$ cat src/rtl/sample_points_ctrl.sv
// Per-ray sample scheduler: derives near/far/step for one ray,
// then issues N_SAMPLES depths t_k over a valid/ready handshake.
module sample_points_ctrl #(
  parameter int NTOTAL_BITS = 16,
  parameter int NFRAC_BITS  = 8,
  parameter int N_SAMPLES   = 16,
  parameter int LOG2_N      = 4,
  parameter logic [NTOTAL_BITS-1:0] NEAR_DELTA = 16'h0100,
  parameter logic [NTOTAL_BITS-1:0] FAR_DELTA  = 16'h0100,
  parameter logic [NTOTAL_BITS-1:0] DEF_NEAR   = 16'h0080,
  parameter logic [NTOTAL_BITS-1:0] DEF_FAR    = 16'h0480
) (
  input  logic                       clk,
  input  logic                       rst_n,
  input  logic                       i_valid,
  output logic                       o_ready,
  input  logic [NTOTAL_BITS-1:0]     gt_depth,
  input  logic [3*NTOTAL_BITS-1:0]   rays_o,
  input  logic [3*NTOTAL_BITS-1:0]   rays_d,
  output logic                       o_valid,
  input  logic                       i_ready,
  output logic [NTOTAL_BITS-1:0]     o_t,
  output logic [LOG2_N-1:0]          o_idx,
  output logic                       o_last,
  output logic [3*NTOTAL_BITS-1:0]   o_rays_o,
  output logic [3*NTOTAL_BITS-1:0]   o_rays_d,
  output logic                       o_ray_done,
  output logic                       o_busy
);

  localparam int W = NTOTAL_BITS;

  localparam logic [1:0] S_IDLE  = 2'd0;
  localparam logic [1:0] S_SETUP = 2'd1;
  localparam logic [1:0] S_ISSUE = 2'd2;

  localparam logic [LOG2_N-1:0] LAST_IDX =
    LOG2_N'(N_SAMPLES - 1);

  localparam logic signed [W:0] MAX_POS =
    {2'b00, {(W-1){1'b1}}};
  localparam logic signed [W:0] NEAR_X =
    {NEAR_DELTA[W-1], NEAR_DELTA};
  localparam logic signed [W:0] FAR_X =
    {FAR_DELTA[W-1], FAR_DELTA};
  localparam logic signed [W:0] DNEAR_X =
    {DEF_NEAR[W-1], DEF_NEAR};
  localparam logic signed [W:0] DFAR_X =
    {DEF_FAR[W-1], DEF_FAR};

  logic [1:0]         state;
  logic [W-1:0]       gt_q;
  logic [3*W-1:0]     ro_q;
  logic [3*W-1:0]     rd_q;
  logic [W-1:0]       t_q;
  logic [W-1:0]       step_q;
  logic [LOG2_N-1:0]  idx_q;
  logic               done_q;

  logic signed [W:0]  gt_x;
  logic signed [W:0]  sub_x;
  logic signed [W:0]  add_x;
  logic signed [W:0]  near_x;
  logic signed [W:0]  far_x;
  logic signed [W:0]  diff_x;
  logic signed [W:0]  step_x;
  logic               gt_pos;
  logic               unused_bits;

  // Bounds are evaluated one bit wider so clamp and saturation
  // decisions see the true sign of each intermediate.
  always_comb begin
    gt_x   = {gt_q[W-1], gt_q};
    gt_pos = !gt_q[W-1] && (|gt_q);
    sub_x  = gt_x - NEAR_X;
    add_x  = gt_x + FAR_X;
    near_x = DNEAR_X;
    far_x  = DFAR_X;
    if (gt_pos) begin
      near_x = (sub_x < 0) ? '0 : sub_x;
      far_x  = (add_x > MAX_POS) ? MAX_POS : add_x;
    end
    diff_x = far_x - near_x;
    step_x = '0;
    if (diff_x > 0)
      step_x = diff_x >>> LOG2_N;
  end

  assign unused_bits = near_x[W] ^ step_x[W];

  always_ff @(posedge clk or negedge rst_n) begin
    if (!rst_n) begin
      state  <= S_IDLE;
      gt_q   <= '0;
      ro_q   <= '0;
      rd_q   <= '0;
      t_q    <= '0;
      step_q <= '0;
      idx_q  <= '0;
      done_q <= 1'b0;
    end else begin
      done_q <= 1'b0;
      unique case (1'b1)
        (state == S_IDLE): begin
          if (i_valid) begin
            gt_q  <= gt_depth;
            ro_q  <= rays_o;
            rd_q  <= rays_d;
            state <= S_SETUP;
          end
        end
        (state == S_SETUP): begin
          t_q    <= near_x[W-1:0];
          step_q <= step_x[W-1:0];
          idx_q  <= '0;
          state  <= S_ISSUE;
        end
        (state == S_ISSUE): begin
          if (i_ready) begin
            if (idx_q == LAST_IDX) begin
              state  <= S_IDLE;
              done_q <= 1'b1;
            end else begin
              idx_q <= idx_q + 1'b1;
              t_q   <= t_q + step_q;
            end
          end
        end
        default: state <= S_IDLE;
      endcase
    end
  end

  // Ready is masked by rst_n so nothing is offered while held in reset.
  assign o_ready    = rst_n && (state == S_IDLE);
  assign o_valid    = (state == S_ISSUE);
  assign o_busy     = (state != S_IDLE);
  assign o_t        = t_q;
  assign o_idx      = idx_q;
  assign o_last     = o_valid && (idx_q == LAST_IDX);
  assign o_rays_o   = ro_q;
  assign o_rays_d   = rd_q;
  assign o_ray_done = done_q;

endmodule
$ cat config.mk
export PLATFORM = sky130hd
export DESIGN_NAME = sample_points_ctrl
export DESIGN_NICKNAME = d
export VERILOG_FILES = /design/src/rtl/sample_points_ctrl.sv
export SDC_FILE = /design/constraint.sdc
export NUM_CORES = 1
export LEC_CHECK = 0
export ABC_AREA = 1
export CAP_MARGIN = 20
export CORE_ASPECT_RATIO = 1.75
export CORE_UTILIZATION = 48
export DETAILED_ROUTE_END_ITERATION = 16
export PLACE_DENSITY = 0.82
export RECOVER_POWER = 100
export SLEW_MARGIN = 20
export SYNTH_ARGS = -nofsm -noshare
export SYNTH_HDL_FRONTEND = slang
export SYNTH_SLANG_ARGS = --single-unit
$ cat constraint.sdc
create_clock -name clk -period 4.47 [get_ports clk]
set_input_delay 0.6705 -clock clk [delete_from_list [all_inputs] [get_ports clk]]
set_output_delay 0.6705 -clock clk [all_outputs]
set_load 0.05 [all_outputs]
[Word-level counts from Yosys, hierarchy flattened]
Cells that the tools add are included.
Storage, ports and cells
  input port bits: 116
  register bits: 151
  logic and storage cells: 52
  output and inout port bits: 121
Operators by class
  reduce and logical (&&, ||, !) cells: 11
  equality and inequality tests: 7
  muxes and demuxes: 18
  $add $sub $neg: 5
  order comparisons: 3
Operator list (count)
  17-bit 2-to-1 mux: 4
  16-bit 2-to-1 mux: 3
  16-bit case mux with 2 select lines: 1
  16-bit by 10-bit adder with 17-bit output, second input constant: 1
  17-bit by 1-bit > comparator with 1-bit output, second input constant: 1
  17-bit by 16-bit > comparator with 1-bit output, second input constant: 1
  17-bit by 1-bit < comparator with 1-bit output, second input constant: 1
  16-bit by 10-bit subtractor with 17-bit output, second input constant: 1
  17-bit subtractor: 1
  16-bit adder: 1
  16-bit OR reduction: 1
  4-bit 2-to-1 mux: 2
  4-bit case mux with 2 select lines: 1
  2-bit 2-to-1 mux: 3
  2-bit case mux with 3 select lines: 1
  3-bit AND reduction: 2
  4-bit by 1-bit adder with 4-bit output, second input constant: 1
  4-bit == test, second input constant: 1
  2-bit by 1-bit inequality test with 1-bit output, second input constant: 2
  2-bit inequality test, second input constant: 2
  2-bit nonzero test: 2
  1-bit logical AND: 3
  1-bit 2-to-1 mux: 3
  2-bit by 1-bit == test with 1-bit output, second input constant: 1
  4 further kinds: 4

[Depth between registers and ports, before layout]
Gate-level depths: netlist of the first run.
  depth in word-level cells: 7
  gate-level depth with buffers: 28
  gate-level depth less buffers: 27

[Least setup slack after synthesis of the first run]
Ideal clock, no wire load.
  path type: flip-flop to flip-flop
  start point: reg gt_q[9]
  end point: reg step_q[10]
  cell stages (with the launch flop): 25
  path buffers: 1
  clock period less this slack: 3575 ps
  data required time: 4353 ps
  setup slack: 895 ps
  arrival: 3458 ps
  library setup time: 117 ps
  path through: dfrtp_1 > ha_1 > nand2_1 > nor2_1 > nand3_1 > xor2_1 > nor3_2 > nand3_1 > o21ai_0 > ha_1 > nand2_2 > nand2_1 > nand2_1 > ha_1 > inv_1 > fa_1 > nand3_1 > nand3_1 > xnor2_1 > nand3_1 > nor3_2 > nand3_2 > buf_6 > nand3_1 > nand2_1
On the way
  word-level cells in the longest chain between the ends: 7
  elaborated cells between the ends (all ways): 13
  those cells by class: add/sub (3); order compare (3); mux (5); reduce/logical (2)
RTL lines
  start: declaration: line 52  | logic [W-1:0] gt_q;
  start signal: assignment: line 106  | gt_q <= gt_depth;
  16-bit by 10-bit adder with 17-bit output / 16-bit by 10-bit subtractor with 17-bit output (equally long branches): line 76, 75
  17-bit by 16-bit > comparator with 1-bit output / 17-bit by 1-bit < comparator with 1-bit output (equally long branches): line 81, 80
  17-bit 2-to-1 mux (on tied branches): line 81, 80
  17-bit 2-to-1 mux: line 79  | if (gt_pos) begin
  17-bit subtractor (*): line 83  | diff_x = far_x - near_x;
  17-bit by 1-bit > comparator with 1-bit output: line 85  | if (diff_x > 0)
  16-bit 2-to-1 mux (*): line 85
  end signal: assignment: line 114  | step_q <= step_x[W-1:0];
  end: declaration: line 56  | logic [W-1:0] step_q;
Mark *: on every way between the ends. The rest lies on a longest branch, timed or not.
A chain may end at the register's enable or synchronous reset.

[Final worst setup path of the first run]
  start point: reg gt_q[8]
  end point: reg step_q[3]
The elaborated chain is that of the path after synthesis.

==> results of run 1 <==
[worst min-delay path, cell delays in order (launching register included)]
cell and delay, ns:
dfrtp_1 0.33, nand2_1 0.05, nand2_1 0.05
[path summary, 6_finish.rpt]
check	startpoint	endpoint	slack [ns]	cells after the start
setup / recovery	gt_q[8]	step_q[3]	0.29	23
hold / removal	o_rays_d[13]	o_rays_d[13]	0.47	2
setup reg to reg	gt_q[8]	step_q[3]	0.29	23
hold reg to reg	o_rays_d[13]	o_rays_d[13]	0.47	2
max in group asynchronous	rst_n	gt_q[8]	1.03	3
min in group asynchronous	rst_n	o_t[7]	0.92	1
[cells in the mapped netlist]
| master | instances |
|---|---|
| a21boi_0 | 1 |
| a22o_1 | 2 |
| xnor2_1 | 3 |
| buf_2 | 4 |
| inv_2 | 7 |
| nor3b_1 | 1 |
| buf_6 | 4 |
| o21a_1 | 1 |
| ha_1 | 36 |
| a21oi_1 | 54 |
| nand2_1 | 526 |
| a21o_1 | 2 |
| nor3_1 | 10 |
| o21ai_1 | 2 |
| o21ai_4 | 2 |
| inv_1 | 97 |
| o21bai_1 | 2 |
| o21ai_0 | 36 |
| fa_1 | 2 |
| dfrtp_1 | 148 |
| nand4_1 | 9 |
| clkinv_1 | 1 |
| nand3b_1 | 5 |
| o211ai_1 | 1 |
| o31ai_1 | 1 |
| o22a_1 | 1 |
| nand3_1 | 52 |
| clkbuf_1 | 29 |
| xor2_1 | 8 |
| or2_2 | 1 |
| a31oi_1 | 2 |
| nor2_1 | 52 |
| and2_1 | 2 |
| nor2_2 | 3 |
| nand2_2 | 3 |
| nor3_2 | 2 |
| nand3_2 | 5 |
[layer usage]
layer,GRT usage (%),wire [um],vias up,part of all wire [%]
li1,-,-,3946,-
met1,31.1,8750,3710,36
met2,52.3,12900,308,53
met3,9.21,1770,64,7.2
met4,12.3,959,2,3.9
met5,0,13,-,0.053
[logic make-up (layout without fill, tap and decap cells)]
kind of cell	Yosys count	in the layout	share of synthesized area [%]
other	0	2	0
and+or+nand+nor	671	671	33.2
DFF	148	148	45.4
buffers and inverters	142	376	6.96
xor gates and xnor gates	11	11	1.18
AOI/OAI and AO/OA	107	107	7.25
adders and majority gates	38	38	6.01
[registers in the layout, summed over array words and instances (netlist names)]
| name | cells |
|---|---|
| gt_q | 16 |
| o_idx | 4 |
| o_ray_done | 1 |
| o_rays_d | 48 |
| o_rays_o | 48 |
| o_t | 16 |
| state | 2 |
| step_q | 13 |
[per-stage QoR]
| stage | TNS, ns | cell area, um2 | worst slack (ns) |
|---|---|---|---|
| 2_1_floorplan | 0 | 8160 | 0.895 |
| 3_3_place_gp | 0 | 10700 | 0.316 |
| 3_5_place_dp | 0 | 10700 | 0.109 |
| 4_1_cts | 0 | 11300 | 0.0584 |
| 5_1_grt | -0.0415 | 11300 | -0.0251 |
| 6_report | 0 | 11300 | 0.285 |
[layout by cell type (no fill, tap or decap), types with 2 or more instances in the layout]
cell and instances:
nand2_1 526, dfrtp_1 146, dlygate4sd3_1 121, clkdlybuf4s50_1 114, inv_1 98, a21oi_1 54, nand3_1 52, nor2_1 50
o21ai_0 37, ha_1 36, clkbuf_16 17, nor3_1 10, nand4_1 9, xor2_1 8, nand3b_1 5, nor2_2 5
inv_2 5, clkbuf_1 5, nand3_2 4, bufinv_16 4, diode_2 2, a21o_1 2, a31oi_1 2, o21bai_1 2
xnor2_1 2, a22o_1 2, o21ai_4 2, nand2_2 2, and2_1 2, fa_1 2, clkbuf_8 2, clkinvlp_4 2
dfrtp_2 2, clkbuf_2 2
[repair_timing]
action	in CTS	in global routing
resized for setup	0	9
hold buffers	0	0
setup endpoints to repair	0	12
[final cells by class]
| cell class | instances | area (um2) | area share (%) |
|---|---|---|---|
| Antenna cell | 2 | 5.00 | 0.0443 |
| Multi-Input combinational cell | 827 | 3920 | 34.7 |
| Tap cell | 224 | 280 | 2.48 |
| Clock buffer | 20 | 457 | 4.04 |
| Timing Repair Buffer | 243 | 2390 | 21.2 |
| Sequential cell | 148 | 3710 | 32.8 |
| Inverter | 105 | 395 | 3.50 |
| Clock inverter | 8 | 153 | 1.35 |
==> out/metrics.yaml, run 1 <==
critical_path:
  cp.buffers_inverters: 1
  path_class: "reg -> reg"
  critPathTopFamily: "simple AND/OR/NAND/NOR gates"
  path_cells: "ha_1, nand2_1, nor2_1, nand3_1, xor2_1, nor3_2, nand3_1, o21ai_0, ha_1, nand2_4, nand2_1, nand2_1, ha_1, inv_1, fa_1, nand3_1, nand3_2, xnor2_2, nand3_1, nor3_4, nand3_4, nand3_1, nand2_1"
  cp_max_fo: 15
  end_kind: "flip-flop"
  slowest_stage: "fa_1"
  start_kind: "flip-flop"
  worst_ep_required_time_ns: 4.78
  crit_path_max_incr_delay_ns: 0.42
  crit_arrival_ns: 4.49
  crit_path_frequent_cell: "nand3_1"
layout:
  fill_cells: 1340
  drive_gt1_share_pct: 4.29
  postLayoutCoreUtil_pct: 68.4
  area_delta_synth_final_pct: 38.6
  fin_nets: 1496
  fin_cells: 1577
clock_network:
  cts-root-buf: "clkbuf_16"
  post_cts_buffers: 0
  clk_latency_ns: 0.42
  cts_tree: "done"
  h-tree-depth: 4
  numCtsBuffers: 17
  max-clock-path-buffers: 2
  cts.sinks: 148
  cts.clk_slew.worst_paths_ns: 0.06
routing:
  drc: 0
  drtIter0Drc: 371
  drt_pass1_iterations: 6
  vias: 8030
  vias_per_cell: 5.09
  routedWlPerCell_um: 15.5
  ant_nets: 0
  wirelength_mm: 24.4
global_routing:
  grt-ovfl-total: 0
  grt_pass1_wl_mm: 39.3
  grt_max_degree: 97
  grt_pass1_vias: 7954
  antenna_found_initial: 3
  grt_usage_pct: 29.2
floorplan:
  dieArea_mm2: 0.0175
  core-area_mm2: 0.0165
  ios: 237
  fp.dieH_um: 174
  initial_core_util_pct: 49.4
  rows: 62
  die_x_um: 101
yosys:
  synth-seq-cells: 148
  ys_seq_area_share_pct: 45.4
  synthCells: 1117
  synth.avg_cell_area_um2: 7.30
  synth_area_mm2: 0.00816
  yosysTopAreaCellShare_pct: 45.4
  yosysTopAreaCell: "dfrtp_1"
  synth_cell_types: 37
  syn-num-nets: 1271
  synth.area.top_cells: "dfrtp_1 (45%), nand2_1 (24%), ha_1 (5.5%)"
  yosysWarnings: 0
place:
  gp_congestion: 0.895
  dpl.hpwl_mm: 18.6
  dp_cells: 1547
  numPortBuffers: 236
timing:
  relSlewSlack_pct: -49.5
  post-route-period-util_pct: 93.6
  finalSetupViolCount: 0
  max_freq_ghz: 0.239
  fin_skew_ns: 0.00796
  hold_violations: 0
  hold_slack_ns: 0.469
  final.min_clock_period_ns: 4.18
  worst_pin_slew_ns: 2.24
  finalMaxSlewViolations: 193
hold_path:
  min_path_type: "reg -> reg"
status:
  status: "complete, but fails checks"
  violations: "max-capacitance violations, max-slew violations"
flow_run:
  cap_viol_max_count: 3
Power of run 1 is left out: the tool's default activity adds up to more than one toggle a clock period on the data nets, which glitch-free logic cannot reach.
==> inputs of run 2 (changes only) <==
--- a/config.mk
+++ b/config.mk
@@ -7,11 +7,15 @@
 export LEC_CHECK = 0
 export ABC_AREA = 1
 export CAP_MARGIN = 20
+export CELL_PAD_IN_SITES_DETAIL_PLACEMENT = 0
+export CELL_PAD_IN_SITES_GLOBAL_PLACEMENT = 1
 export CORE_ASPECT_RATIO = 1.75
-export CORE_UTILIZATION = 48
+export CORE_UTILIZATION = 34
 export DETAILED_ROUTE_END_ITERATION = 16
 export PLACE_DENSITY = 0.82
 export RECOVER_POWER = 100
+export SETUP_SLACK_MARGIN = 0.3
+export SKIP_LAST_GASP = 1
 export SLEW_MARGIN = 20
 export SYNTH_ARGS = -nofsm -noshare
 export SYNTH_HDL_FRONTEND = slang
==> out/metrics.yaml, run 2 (synthesized netlist as in run 1, its figures left out) <==
status:
  status: "complete, but fails checks"
  violations: "max-capacitance violations, max-slew violations"
layout:
  final_common_cell: "nand2_1"
  fin_nets: 1510
  fill_cells: 2302
  final_cell_area_mm2: 0.0117
  layout_common_cells: "nand2_1 (522), dfrtp_1 (148), dlygate4sd3_1 (122)"
  postLayoutCoreUtil_pct: 49.9
  drive_gt1_share_pct: 7.60
  area_delta_synth_final_pct: 43.2
timing:
  final.min_clock_period_ns: 4.04
  fin_skew_ns: 0.0103
  hold_slack_ns: 0.187
  tns_ns: 0
  post-route-period-util_pct: 90.5
  relSlewSlack_pct: -100
  finalSetupViolCount: 0
  hold_violations: 0
  finalMaxSlewViolations: 190
  worst_pin_slew_ns: 3.01
  max_freq_ghz: 0.247
  rsz0062_at_grt: "no"
routing:
  ant_nets: 0
  wirelength_mm: 25.9
  routedWlPerCell_um: 15.5
  vias: 7823
  drtIter0Drc: 319
  drc: 0
  drt_pass1_iterations: 4
  vias_per_cell: 4.67
global_routing:
  grt_max_degree: 97
  grt_pass1_vias: 7835
  grt_usage_pct: 21.4
  antenna_found_initial: 2
  grt-ovfl-total: 0
  grt_pass1_wl_mm: 40.5
floorplan:
  core-area_mm2: 0.0234
  initial_core_util_pct: 34.8
  fp.dieH_um: 207
  die_x_um: 119
  ios: 237
  rows: 74
  dieArea_mm2: 0.0246
place:
  place_area_mm2: 0.0108
  gp_congestion: 0.844
  numPortBuffers: 236
  dpl.hpwl_mm: 19.1
hold_path:
  min_path_type: "in -> async"
critical_path:
  path_cells: "ha_1, nand2_1, nor2_2, nand3_2, xor2_2, nor3_2, nand3_1, o21ai_2, ha_4, nand2_8, nand2_2, nand2_1, ha_2, inv_1, fa_2, xor2_1, nor3b_2, nand3_2, nor3_2, nand3_4, nand3_1, nand2_1"
  start_kind: "flip-flop"
  cp_max_fo: 6
  end_kind: "flip-flop"
  crit_path_max_incr_delay_ns: 0.42
  path_class: "reg -> reg"
  crit_arrival_ns: 4.37
  crit_path_frequent_cell: "nand2_1"
  worst_ep_required_time_ns: 4.80
  cp.buffers_inverters: 1
  critPathTopFamily: "simple AND/OR/NAND/NOR gates"
  slowest_stage: "nor3_2"
clock_network:
  cts-root-buf: "clkbuf_16"
  cts.sinks: 148
  cts_tree: "done"
  h-tree-depth: 4
  max-clock-path-buffers: 2
  clk_latency_ns: 0.45
  numCtsBuffers: 17
  cts.clk_slew.worst_paths_ns: 0.07
flow_run:
  cap_viol_max_count: 3
==> run 2: cell type report <==
| type | count | area, um2 | share of cell area [%] |
|---|---|---|---|
| inverter | 105 | 400 | 3.43 |
| clock buffer | 19 | 453 | 3.88 |
| tap | 304 | 380 | 3.26 |
| timing repair buffer | 255 | 2490 | 21.3 |
| clock inverter | 13 | 146 | 1.25 |
| multi-input combinational | 829 | 4100 | 35.1 |
| antenna | 2 | 5.00 | 0.0428 |
| sequential | 148 | 3700 | 31.7 |
==> run 2: routing by layer <==
layer  wire [um]  GRT usage, %  up-vias
li1            -             -     3981
met1        9810          22.5     3578
met2       13500          38.7      225
met3        1740          6.59       39
met4         884          10.1        0
met5           0             0        -
==> run 2: stage by stage <==
step	setup WS [ns]	std cells
2_1_floorplan	0.895	1117
3_3_place_gp	0.302	1628
3_5_place_dp	0.236	1628
4_1_cts	0.328	1660
5_1_grt	0.156	1675
6_report	0.426	1675
==> run 2: path summary, 6_finish.rpt <==
check | slack [ns] | start | to | depth (start not counted)
setup reg to reg | 0.43 | gt_q[8] | step_q[8] | 22
max in group asynchronous | 1.02 | rst_n | o_rays_o[44] | 2
min in group clk | 0.47 | o_rays_d[8] | o_rays_d[8] | 2
setup / recovery | 0.43 | gt_q[8] | step_q[8] | 22
hold reg to reg | 0.47 | o_rays_d[8] | o_rays_d[8] | 2
hold / removal | 0.19 | rst_n | o_rays_d[15] | 1
==> run 2: worst register-to-register path: stages, from the launching register on <==
cell and delay (ns):
dfrtp_1 0.41, ha_1 0.20, nand2_1 0.07, nor2_2 0.16
nand3_2 0.11, xor2_2 0.17, nor3_2 0.21, nand3_1 0.12
o21ai_2 0.20, ha_4 0.26, nand2_8 0.09, nand2_2 0.05
nand2_1 0.06, ha_2 0.16, inv_1 0.07, fa_2 0.38
xor2_1 0.16, nor3b_2 0.18, nand3_2 0.10, nor3_2 0.42
nand3_4 0.20, nand3_1 0.12, nand2_1 0.05
==> run 2: timing repair <==
item                       4_1_cts  5_1_grt
pin swaps                        0       19
gates cloned                     0        2
hold buffers                     0        0
setup endpoints to repair       12       12
resized for setup                3       44
setup buffers                    0       11
Power of run 2 is left out for the same reason.
